### src/rtl/i2c_pkg.sv
// Shared types and bus constants for the I2C EEPROM-style target.
`timescale 1ns/1ps
package i2c_pkg;

  typedef enum logic [3:0] {
    IDLE,
    DEV,
    DEV_ACK,
    WADDR,
    WADDR_ACK,
    WDATA,
    WDATA_ACK,
    RDATA,
    RACK,
    IGNORE
  } i2c_slv_state_e;

  localparam logic I2C_RW_READ  = 1'b1;
  localparam logic I2C_RW_WRITE = 1'b0;

  localparam logic ACK  = 1'b0;
  localparam logic NACK = 1'b1;

endpackage

### src/rtl/i2c_line_sync.sv
// SCL/SDA synchronizer with a history flop; derives edge and START/STOP events.
`timescale 1ns/1ps
module i2c_line_sync #(
  parameter int SYNC_STAGES = 2
) (
  input  logic aclk,
  input  logic areset,
  input  logic scl_i,
  input  logic sda_i,
  output logic scl,
  output logic sda,
  output logic scl_rise,
  output logic scl_fall,
  output logic start_det,
  output logic stop_det
);

  logic [SYNC_STAGES-1:0] scl_p0;
  logic [SYNC_STAGES-1:0] sda_p0;
  logic                   scl_p1;
  logic                   sda_p1;

  // Stage p0: metastability chain; stage p1: one-cycle history for edge detection
  always_ff @(posedge aclk) begin
    if (areset) begin
      scl_p0 <= '1;
      sda_p0 <= '1;
      scl_p1 <= 1'b1;
      sda_p1 <= 1'b1;
    end else begin
      scl_p0 <= {scl_p0[SYNC_STAGES-2:0], scl_i};
      sda_p0 <= {sda_p0[SYNC_STAGES-2:0], sda_i};
      scl_p1 <= scl_p0[SYNC_STAGES-1];
      sda_p1 <= sda_p0[SYNC_STAGES-1];
    end
  end

  assign scl       = scl_p0[SYNC_STAGES-1];
  assign sda       = sda_p0[SYNC_STAGES-1];
  assign scl_rise  =  scl & ~scl_p1;
  assign scl_fall  = ~scl &  scl_p1;
  // SDA may only move while SCL is high for a START/STOP, so both SCL samples must be high
  assign start_det = scl & scl_p1 &  sda_p1 & ~sda;
  assign stop_det  = scl & scl_p1 & ~sda_p1 &  sda;

endmodule

### src/rtl/i2c_eeprom_slave.sv
// I2C target with 24C02-style byte-addressed storage, page-wrapped writes and
// sequential reads. Only ever pulls SDA low; never touches SCL.
`timescale 1ns/1ps
module i2c_eeprom_slave
  import i2c_pkg::*;
#(
  parameter logic [6:0] DEV_ADDR    = 7'h50,
  parameter int         MEM_DEPTH   = 256,
  parameter int         PAGE_SIZE   = 16,
  parameter int         SYNC_STAGES = 2
) (
  input  logic       aclk,
  input  logic       areset,
  input  logic       scl_i,
  input  logic       sda_i,
  output logic       sda_oe,
  output logic       busy,
  output logic [7:0] ptr,
  output logic       wr_pulse
);

  localparam int         ADDR_W    = $clog2(MEM_DEPTH);
  localparam logic [7:0] PTR_MASK  = 8'(MEM_DEPTH - 1);
  localparam logic [7:0] PAGE_MASK = 8'(PAGE_SIZE - 1);

  function automatic logic [7:0] ptr_inc(input logic [7:0] p);
    return (p + 8'd1) & PTR_MASK;
  endfunction

  // Writes stay inside the current page: only the low bits advance and wrap
  function automatic logic [7:0] page_inc(input logic [7:0] p);
    return (p & ~PAGE_MASK) | ((p + 8'd1) & PAGE_MASK);
  endfunction

  logic scl, sda, scl_rise, scl_fall, start_det, stop_det;

  i2c_line_sync #(
    .SYNC_STAGES(SYNC_STAGES)
  ) u_sync (
    .aclk     (aclk),
    .areset   (areset),
    .scl_i    (scl_i),
    .sda_i    (sda_i),
    .scl      (scl),
    .sda      (sda),
    .scl_rise (scl_rise),
    .scl_fall (scl_fall),
    .start_det(start_det),
    .stop_det (stop_det)
  );

  logic [7:0] mem [MEM_DEPTH] = '{default: 8'hFF};

  i2c_slv_state_e state, state_nxt;
  logic [2:0]     bit_cnt, bit_cnt_nxt;
  logic [6:0]     shreg, shreg_nxt;
  logic [7:0]     tx, tx_nxt;
  logic [7:0]     ptr_nxt;
  logic           rw_q, rw_nxt;
  logic           sda_drv_p0, sda_drv_nxt;
  logic           busy_nxt, wr_nxt, mem_we;
  logic           bit_rise, bit_fall;
  logic [7:0]     rx_byte, rd_byte;
  logic [ADDR_W-1:0] ptr_idx;

  // Edge events qualified by the settled level they lead to
  assign bit_rise = scl_rise &  scl;
  assign bit_fall = scl_fall & ~scl;
  assign rx_byte  = {shreg, sda};
  assign ptr_idx  = ptr[ADDR_W-1:0];
  assign rd_byte  = mem[ptr_idx];

  // Control registers; sda_oe trails the drive decision by one cycle
  always_ff @(posedge aclk) begin
    if (areset) begin
      state      <= IDLE;
      bit_cnt    <= 3'd0;
      shreg      <= 7'd0;
      tx         <= 8'd0;
      ptr        <= 8'd0;
      rw_q       <= 1'b0;
      sda_drv_p0 <= 1'b0;
      busy       <= 1'b0;
      wr_pulse   <= 1'b0;
      sda_oe     <= 1'b0;
    end else begin
      state      <= state_nxt;
      bit_cnt    <= bit_cnt_nxt;
      shreg      <= shreg_nxt;
      tx         <= tx_nxt;
      ptr        <= ptr_nxt;
      rw_q       <= rw_nxt;
      sda_drv_p0 <= sda_drv_nxt;
      busy       <= busy_nxt;
      wr_pulse   <= wr_nxt;
      sda_oe     <= (start_det | stop_det) ? 1'b0 : sda_drv_p0;
    end
  end

  // Storage write port; contents survive reset
  always_ff @(posedge aclk) begin
    if (mem_we && !areset) mem[ptr_idx] <= rx_byte;
  end

  // Next-state logic: bus conditions first, then per-state bit handling
  always_comb begin
    state_nxt   = state;
    bit_cnt_nxt = bit_cnt;
    shreg_nxt   = shreg;
    tx_nxt      = tx;
    ptr_nxt     = ptr;
    rw_nxt      = rw_q;
    sda_drv_nxt = sda_drv_p0;
    busy_nxt    = busy;
    wr_nxt      = 1'b0;
    mem_we      = 1'b0;

    if (start_det) begin
      state_nxt   = DEV;
      bit_cnt_nxt = 3'd0;
      shreg_nxt   = 7'd0;
      sda_drv_nxt = 1'b0;
      busy_nxt    = 1'b0;
    end else if (stop_det) begin
      state_nxt   = IDLE;
      sda_drv_nxt = 1'b0;
      busy_nxt    = 1'b0;
    end else begin
      unique case (state)
        DEV: begin
          if (bit_rise) begin
            shreg_nxt   = {shreg[5:0], sda};
            bit_cnt_nxt = bit_cnt + 3'd1;
            if (bit_cnt == 3'd7) begin
              if (rx_byte[7:1] == DEV_ADDR) begin
                state_nxt = DEV_ACK;
                busy_nxt  = 1'b1;
                rw_nxt    = rx_byte[0];
              end else begin
                state_nxt = IGNORE;
              end
            end
          end
        end
        // ACK phases: first fall pulls SDA, second fall releases and moves on
        DEV_ACK, WADDR_ACK, WDATA_ACK: begin
          if (bit_fall) begin
            if (!sda_drv_p0) begin
              sda_drv_nxt = ~ACK;
            end else begin
              sda_drv_nxt = 1'b0;
              bit_cnt_nxt = 3'd0;
              shreg_nxt   = 7'd0;
              if (state == DEV_ACK) begin
                unique case (rw_q)
                  I2C_RW_READ: begin
                    state_nxt   = RDATA;
                    tx_nxt      = rd_byte;
                    sda_drv_nxt = ~rd_byte[7];
                  end
                  I2C_RW_WRITE: state_nxt = WADDR;
                endcase
              end else begin
                state_nxt = WDATA;
              end
            end
          end
        end
        WADDR: begin
          if (bit_rise) begin
            shreg_nxt   = {shreg[5:0], sda};
            bit_cnt_nxt = bit_cnt + 3'd1;
            if (bit_cnt == 3'd7) begin
              ptr_nxt   = rx_byte & PTR_MASK;
              state_nxt = WADDR_ACK;
            end
          end
        end
        WDATA: begin
          if (bit_rise) begin
            shreg_nxt   = {shreg[5:0], sda};
            bit_cnt_nxt = bit_cnt + 3'd1;
            if (bit_cnt == 3'd7) begin
              mem_we    = 1'b1;
              wr_nxt    = 1'b1;
              ptr_nxt   = page_inc(ptr);
              state_nxt = WDATA_ACK;
            end
          end
        end
        RDATA: begin
          if (bit_fall) begin
            sda_drv_nxt = ~tx[7];
          end else if (bit_rise) begin
            tx_nxt      = {tx[6:0], 1'b0};
            bit_cnt_nxt = bit_cnt + 3'd1;
            if (bit_cnt == 3'd7) begin
              ptr_nxt   = ptr_inc(ptr);
              state_nxt = RACK;
            end
          end
        end
        RACK: begin
          if (bit_fall) begin
            sda_drv_nxt = 1'b0;
          end else if (bit_rise) begin
            unique case (sda)
              ACK: begin
                state_nxt   = RDATA;
                tx_nxt      = rd_byte;
                bit_cnt_nxt = 3'd0;
              end
              NACK: state_nxt = IGNORE;
            endcase
          end
        end
        IGNORE: sda_drv_nxt = 1'b0;
        IDLE:   sda_drv_nxt = 1'b0;
        default: state_nxt = IDLE;
      endcase
    end
  end

endmodule

### config.mk
export PLATFORM = sky130hd
export DESIGN_NAME = i2c_eeprom_slave
export DESIGN_NICKNAME = d
export VERILOG_FILES = /design/src/rtl/i2c_pkg.sv /design/src/rtl/i2c_line_sync.sv /design/src/rtl/i2c_eeprom_slave.sv
export SDC_FILE = /design/constraint.sdc
export NUM_CORES = 2
export LEC_CHECK = 0
export BUFFER_PORTS_ARGS = -buffer_cell sky130_fd_sc_hd__clkbuf_2
export CAP_MARGIN = 20
export CORE_MARGIN = 5
export CORE_UTILIZATION = 65
export DETAILED_ROUTE_END_ITERATION = 6
export MAX_ROUTING_LAYER = met4
export PLACE_DENSITY_LB_ADDON = 0.3
export SLEW_MARGIN = 20
export SYNTH_ARGS = -nofsm -noshare
export SYNTH_HDL_FRONTEND = slang
export SYNTH_SLANG_ARGS = --single-unit
### constraint.sdc
create_clock -name aclk -period 17.1 [get_ports aclk]
set_clock_uncertainty 0.1 [all_clocks]
set_input_delay 1.71 -clock aclk [delete_from_list [all_inputs] [get_ports aclk]]
set_output_delay 1.71 -clock aclk [all_outputs]
set_load 0.05 [all_outputs]
# After elaboration in Yosys (flattened, before gate mapping)
# Memory sizes are Yosys's and may differ from the RTL's. A register that Yosys moved wholly into a read port is not among the register bits.
# Cells that the tools add are included.
[classes]
n_eq_ne = 44
n_bitwise = 21
mux = 66
n_addsub = 2
n_reduce_logical = 23
[op_table]
columns = ["op", "n"]
rows = [
  ["2-to-1 mux 8 bit", 18],
  ["2-to-1 mux 4 bit", 15],
  ["!= test 4 bit, second input constant", 13],
  ["case mux 8 bit (3 select lines)", 2],
  ["!= test 2 bit, second input constant", 18],
  ["case mux 4 bit (7 select lines)", 1],
  ["AND reduction 14 bit", 2],
  ["2-to-1 mux 3 bit", 7],
  ["2-to-1 mux 7 bit", 3],
  ["equality test 4 x 3 -> 1 bit, second input constant", 4],
  ["case mux 4 bit (2 select lines)", 2],
  ["2-to-1 mux 1 bit", 15],
  ["case mux 7 bit (2 select lines)", 1],
  ["case mux 3 bit (4 select lines)", 1],
  ["AND reduction 12 bit", 1],
  ["inverter 1 bit", 10],
  ["AND reduction 10 bit", 1],
  ["AND 1 bit", 9],
  ["OR reduction 3 bit", 3],
  ["adder 8 x 1 -> 8 bit, second input constant", 1],
  ["equality test 4 x 2 -> 1 bit, second input constant", 2],
  ["equality test 4 bit, second input constant", 2],
  ["bitwise OR 8 x 4 -> 8 bit", 1],
  ["AND reduction 4 bit", 2],
  ["18 further kinds", 22],
]
[word_totals]
regBits = 41
mem_count = 1
mem_bits_rw = 2048
[mem_list]
columns = ["memory", "words", "width", "read_ports", "rd_clocked_by_memory_dff", "write_ports", "line", "source"]
rows = [
  ["mem", 256, 8, 1, 1, 1, "i2c_eeprom_slave.sv:52", "logic [7:0] mem [MEM_DEPTH] = '{default: 8'hFF};"],
]

# Logic depth before layout (Yosys ltp)
[logic_depth]
depth_word = 10
depth_mapped = 12
depth_no_buf = 8

# Modules after synthesis
# A second synthesis with hierarchy kept.
[unflattened]
hier_cells = 3726
hier_area_um2 = 82113.8
[by_module_without_submodules]
columns = ["mod", "cells_each", "seq_area_each_um2", "instances", "area_per_inst_um2"]
rows = [
  ["i2c_eeprom_slave", 3710, 62359.8, 1, 81923.6],
  ["i2c_line_sync", 16, 120.1, 1, 190.2],
]

# Worst setup path after synthesis
# No wires, ideal clock.
[synth_path]
kind = "reg2reg"
start = "register u_sync.sda_p0[1]"
end = "memory mem[102][0] (enable)"
setup_slack_ns = 10.777
setup_ns = 0.370
arrival_ns = 5.853
path_buffers = 2
stages_incl_launch_ff = 10
t_required_ns = 16.630
path_cell_list = "dfxtp_1 > buf_2 > xnor2_1 > o21bai_1 > nor4_1 > nor2b_1 > and2_1 > nand2_1 > clkbuf_1 > nor2_1"
[synth_between]
elab_chain_len = 6
elab_cells_between_ends = 8
[synth_lines]
columns = ["item", "line", "source"]
rows = [
  ["start, declared", "i2c_line_sync.sv:19", "logic [SYNC_STAGES-1:0] sda_p0;"],
  ["start signal, assigned", "i2c_line_sync.sv:32", "sda_p0 <= {sda_p0[SYNC_STAGES-2:0], sda_i};"],
  ["AND 1 bit / inverter 1 bit (equally long branches)", "i2c_line_sync.sv:44, i2c_line_sync.sv:43", ""],
  ["2-to-1 mux 1 bit / AND 1 bit (equally long branches)", "n/a", ""],
  ["2-to-1 mux 1 bit *", "n/a", ""],
  ["logical AND 1 bit *", "i2c_eeprom_slave.sv:102", "if (mem_we && !areset) mem[ptr_idx] <= rx_byte;"],
  ["2-to-1 mux 1 bit *", "i2c_eeprom_slave.sv:102", ""],
  ["2-to-1 mux 1 bit (not written as such) *", "i2c_eeprom_slave.sv:102", ""],
  ["end, declared", "i2c_eeprom_slave.sv:52", ""],
]
# Every way passes the cells marked *; elsewhere a longest branch is shown, timed or not.

==> out/results.ini <==
[outcome]
outcome=complete, but fails checks
violations=DRC

[routing]
antenna_left=0
viasPerCell=7.13
routedWlPerCell_um=35.1
vias=40694
drtIter0Drc=6786
drtPass1Iterations=7
wl_mm=200
drc=2

[finish]
fin_util_pct=71.4
layout_common_cells=edfxtp_1, mux4_2, nor2_1
layout.nets=3898
final_common_cell=edfxtp_1
final_cell_area_um2=89900
area_delta_synth_final_pct=8.91
drive_gt1_share_pct=21.9

[worst_setup_path]
end_kind=flip-flop
reg2reg_depth=10
cpPeakStageDelay_ns=0.85
timing.rr.end=sda_drv_p0
cp.depth=10
cp_slowest_cell=dfxtp_4
crit_arrival_ns=6.17
setup.worst_path.end=sda_drv_p0
cp_max_fo=101
worstPathRequired_ns=17.77
cpLargestDelayFamily=buffers and inverters
critPathKind=flip-flop to flip-flop
critPathLaunchType=flip-flop
path_cells=buf_4 > buf_4 > buf_12 > mux4_2 > a22oi_1 > a21oi_1 > a311oi_1 > a22oi_1 > a21oi_1 > o31a_1
r2r_slack_ns=11.60
cp_num_buf_inv=3

[cts]
clock_sinks=2097
hold_buffers=0
htreeDepth=4
cts_tree=done
post_cts_buffers=0
cts-root-buf=clkbuf_16
numCtsBuffers=195
cts.clk_slew.worst_paths_ns=0.07
insertion_delay_ns=0.83
cts_resized=0
clock_path_buffers=3

[hold_path]
hold_class=flip-flop to flip-flop
hold_path_depth=1
min_from=u_sync.scl_p0[0]

[power_and_ir_drop]
powerDensity_nw_per_um2=111
ir_drop_uv=113
total_power_uw=9950
p_leak_uw=0.0269

[grt]
grt_pass1_vias=40435
antenna_found_initial=8
grt_util_all_layers_pct=31.2
grt_pass1_wl_mm=293
grt_max_degree=223
grt.overflow.total=0

[job]
timing.max_cap.violations=0

[timing]
timing.hold.ws_ns=0.321
hold_viol=0
fin_crit_sh_pct=32.2
min_period_ns=5.50
max_slew_margin_pct=14.5
worstMarginPinSlew_ns=1.28
fin_setup_tns_ns=0
rsz0062_at_grt=no
finalSetupViolCount=0
final_max_slew_viol_count=0
fmax_ghz=0.182

[synth]
netlist_area_um2=82600
synthArstFlopShare_pct=0
synth_fp_nets=3848
synth-main-ff-cell=edfxtp_1
synth-seq-cells=2097
synth-edff-count=2048
avgSynthCellArea_um2=21.5
syn_inst=3838
seq_area_frac_synth_pct=75.7
ys_warn_count=0
yosysUniqueCellTypes=69

[floorplan]
core_um2=126000
fp.dieW_um=366
fp-row-count=130
start_util_pct=65.6
dieArea_um2=134000
dieHeight_um=366
pin_count=15

[placed_design]
placed_area_um2=83800
port_buffers=14
dpl.hpwl_mm=112
gp_congestion=0.914

synth_stat cells (5+ instances only):
library cell	instances	share of area [%]
edfxtp_1	2048	74
mux4_2	497	14
nor2_1	320	1.5
mux2i_1	133	1.6
nand2_1	80	0.36
clkbuf_1	68	0.31
mux4_1	63	2.0
buf_2	60	0.36
a21oi_1	54	0.33
dfxtp_1	49	1.2
buf_6	39	0.53
nor2b_1	39	0.30
buf_4	33	0.30
a211oi_1	31	0.28
o21ai_0	31	0.19
nand3_1	29	0.18
a22oi_1	26	0.24
nor3_1	22	0.13
o22ai_1	22	0.17
nand2b_1	14	0.11
o211ai_1	14	0.13
mux2_2	12	0.16
a311oi_1	9	0.095
buf_12	9	0.22
and2_1	8	0.061
and3_1	7	0.053
buf_1	7	0.032
buf_8	7	0.13
or2_2	7	0.053
ha_1	6	0.091
inv_1	6	0.027
nand3b_1	6	0.055
nor4_1	6	0.045
a31oi_1	5	0.038
clkbuf_8	5	0.083
routing by layer:
layer  routed length, um  up-vias  track usage (%)  share of wire [%]
met5                   0        -                -                  0
met4                7840        0             11.0                3.9
li1                    -    16117                -                  -
met3               25600      447             8.45                 13
met1               73700    21102             44.4                 37
met2               93000     3028             44.9                 46
final cells by class:
type,instances,area [um^2]
clock inverter,122,1040
antenna,8,20.0
timing repair buffer,81,686
multi-input combinational,1507,18500
sequential,2097,62500
tap,1650,2060
inverter,6,22.5
fill,6994,36000
clock buffer,235,5110
sequential cells by signal, summed over array words and instances, names as in the netlist, 2 cells and up, named ones only:
| register | flops |
|---|---|
| ptr | 8 |
| tx | 8 |
| mem | 2048 |
| u_sync.scl_p0 | 2 |
| u_sync.sda_p0 | 2 |
| state | 4 |
| bit_cnt | 3 |
| shreg | 7 |
power by group:
group | switching (uW) | internal (uW) | total, uW
logic | 79.8 | 40.8 | 121
clock network | 1870 | 2370 | 4240
registers | 25.5 | 5570 | 5590
through the flow:
stage	setup WS [ns]	instances
finish	11.60	5706
global route	11.22	5705
CTS	11.59	5698
detailed placement	11.35	5341
global placement	11.43	5341
floorplan	10.78	3838
cell families (layout without fill, tap and decap cells):
family,Yosys count,after routing,synth area share [%]
DFF,2097,2097,75.7
muxes,705,705,17.3
and+or+nand+nor,561,561,3.00
buffers and inverters,234,444,1.99
AOI/OAI and AO/OA,233,233,1.90
adders and majority gates,6,6,0.0909
xor gates and xnor gates,2,2,0.0212
other,0,8,0
worst min-delay path by stage:
stage	end	slack [ns]
floorplan	u_sync.scl_p0[1]	0.29
global placement	u_sync.sda_p0[1]	0.30
detailed placement	u_sync.scl_p0[1]	0.30
CTS	u_sync.scl_p0[1]	0.32
global route	u_sync.scl_p0[1]	0.34
finish	u_sync.scl_p0[1]	0.32
Note: power is estimated with default switching activity, not from simulation.
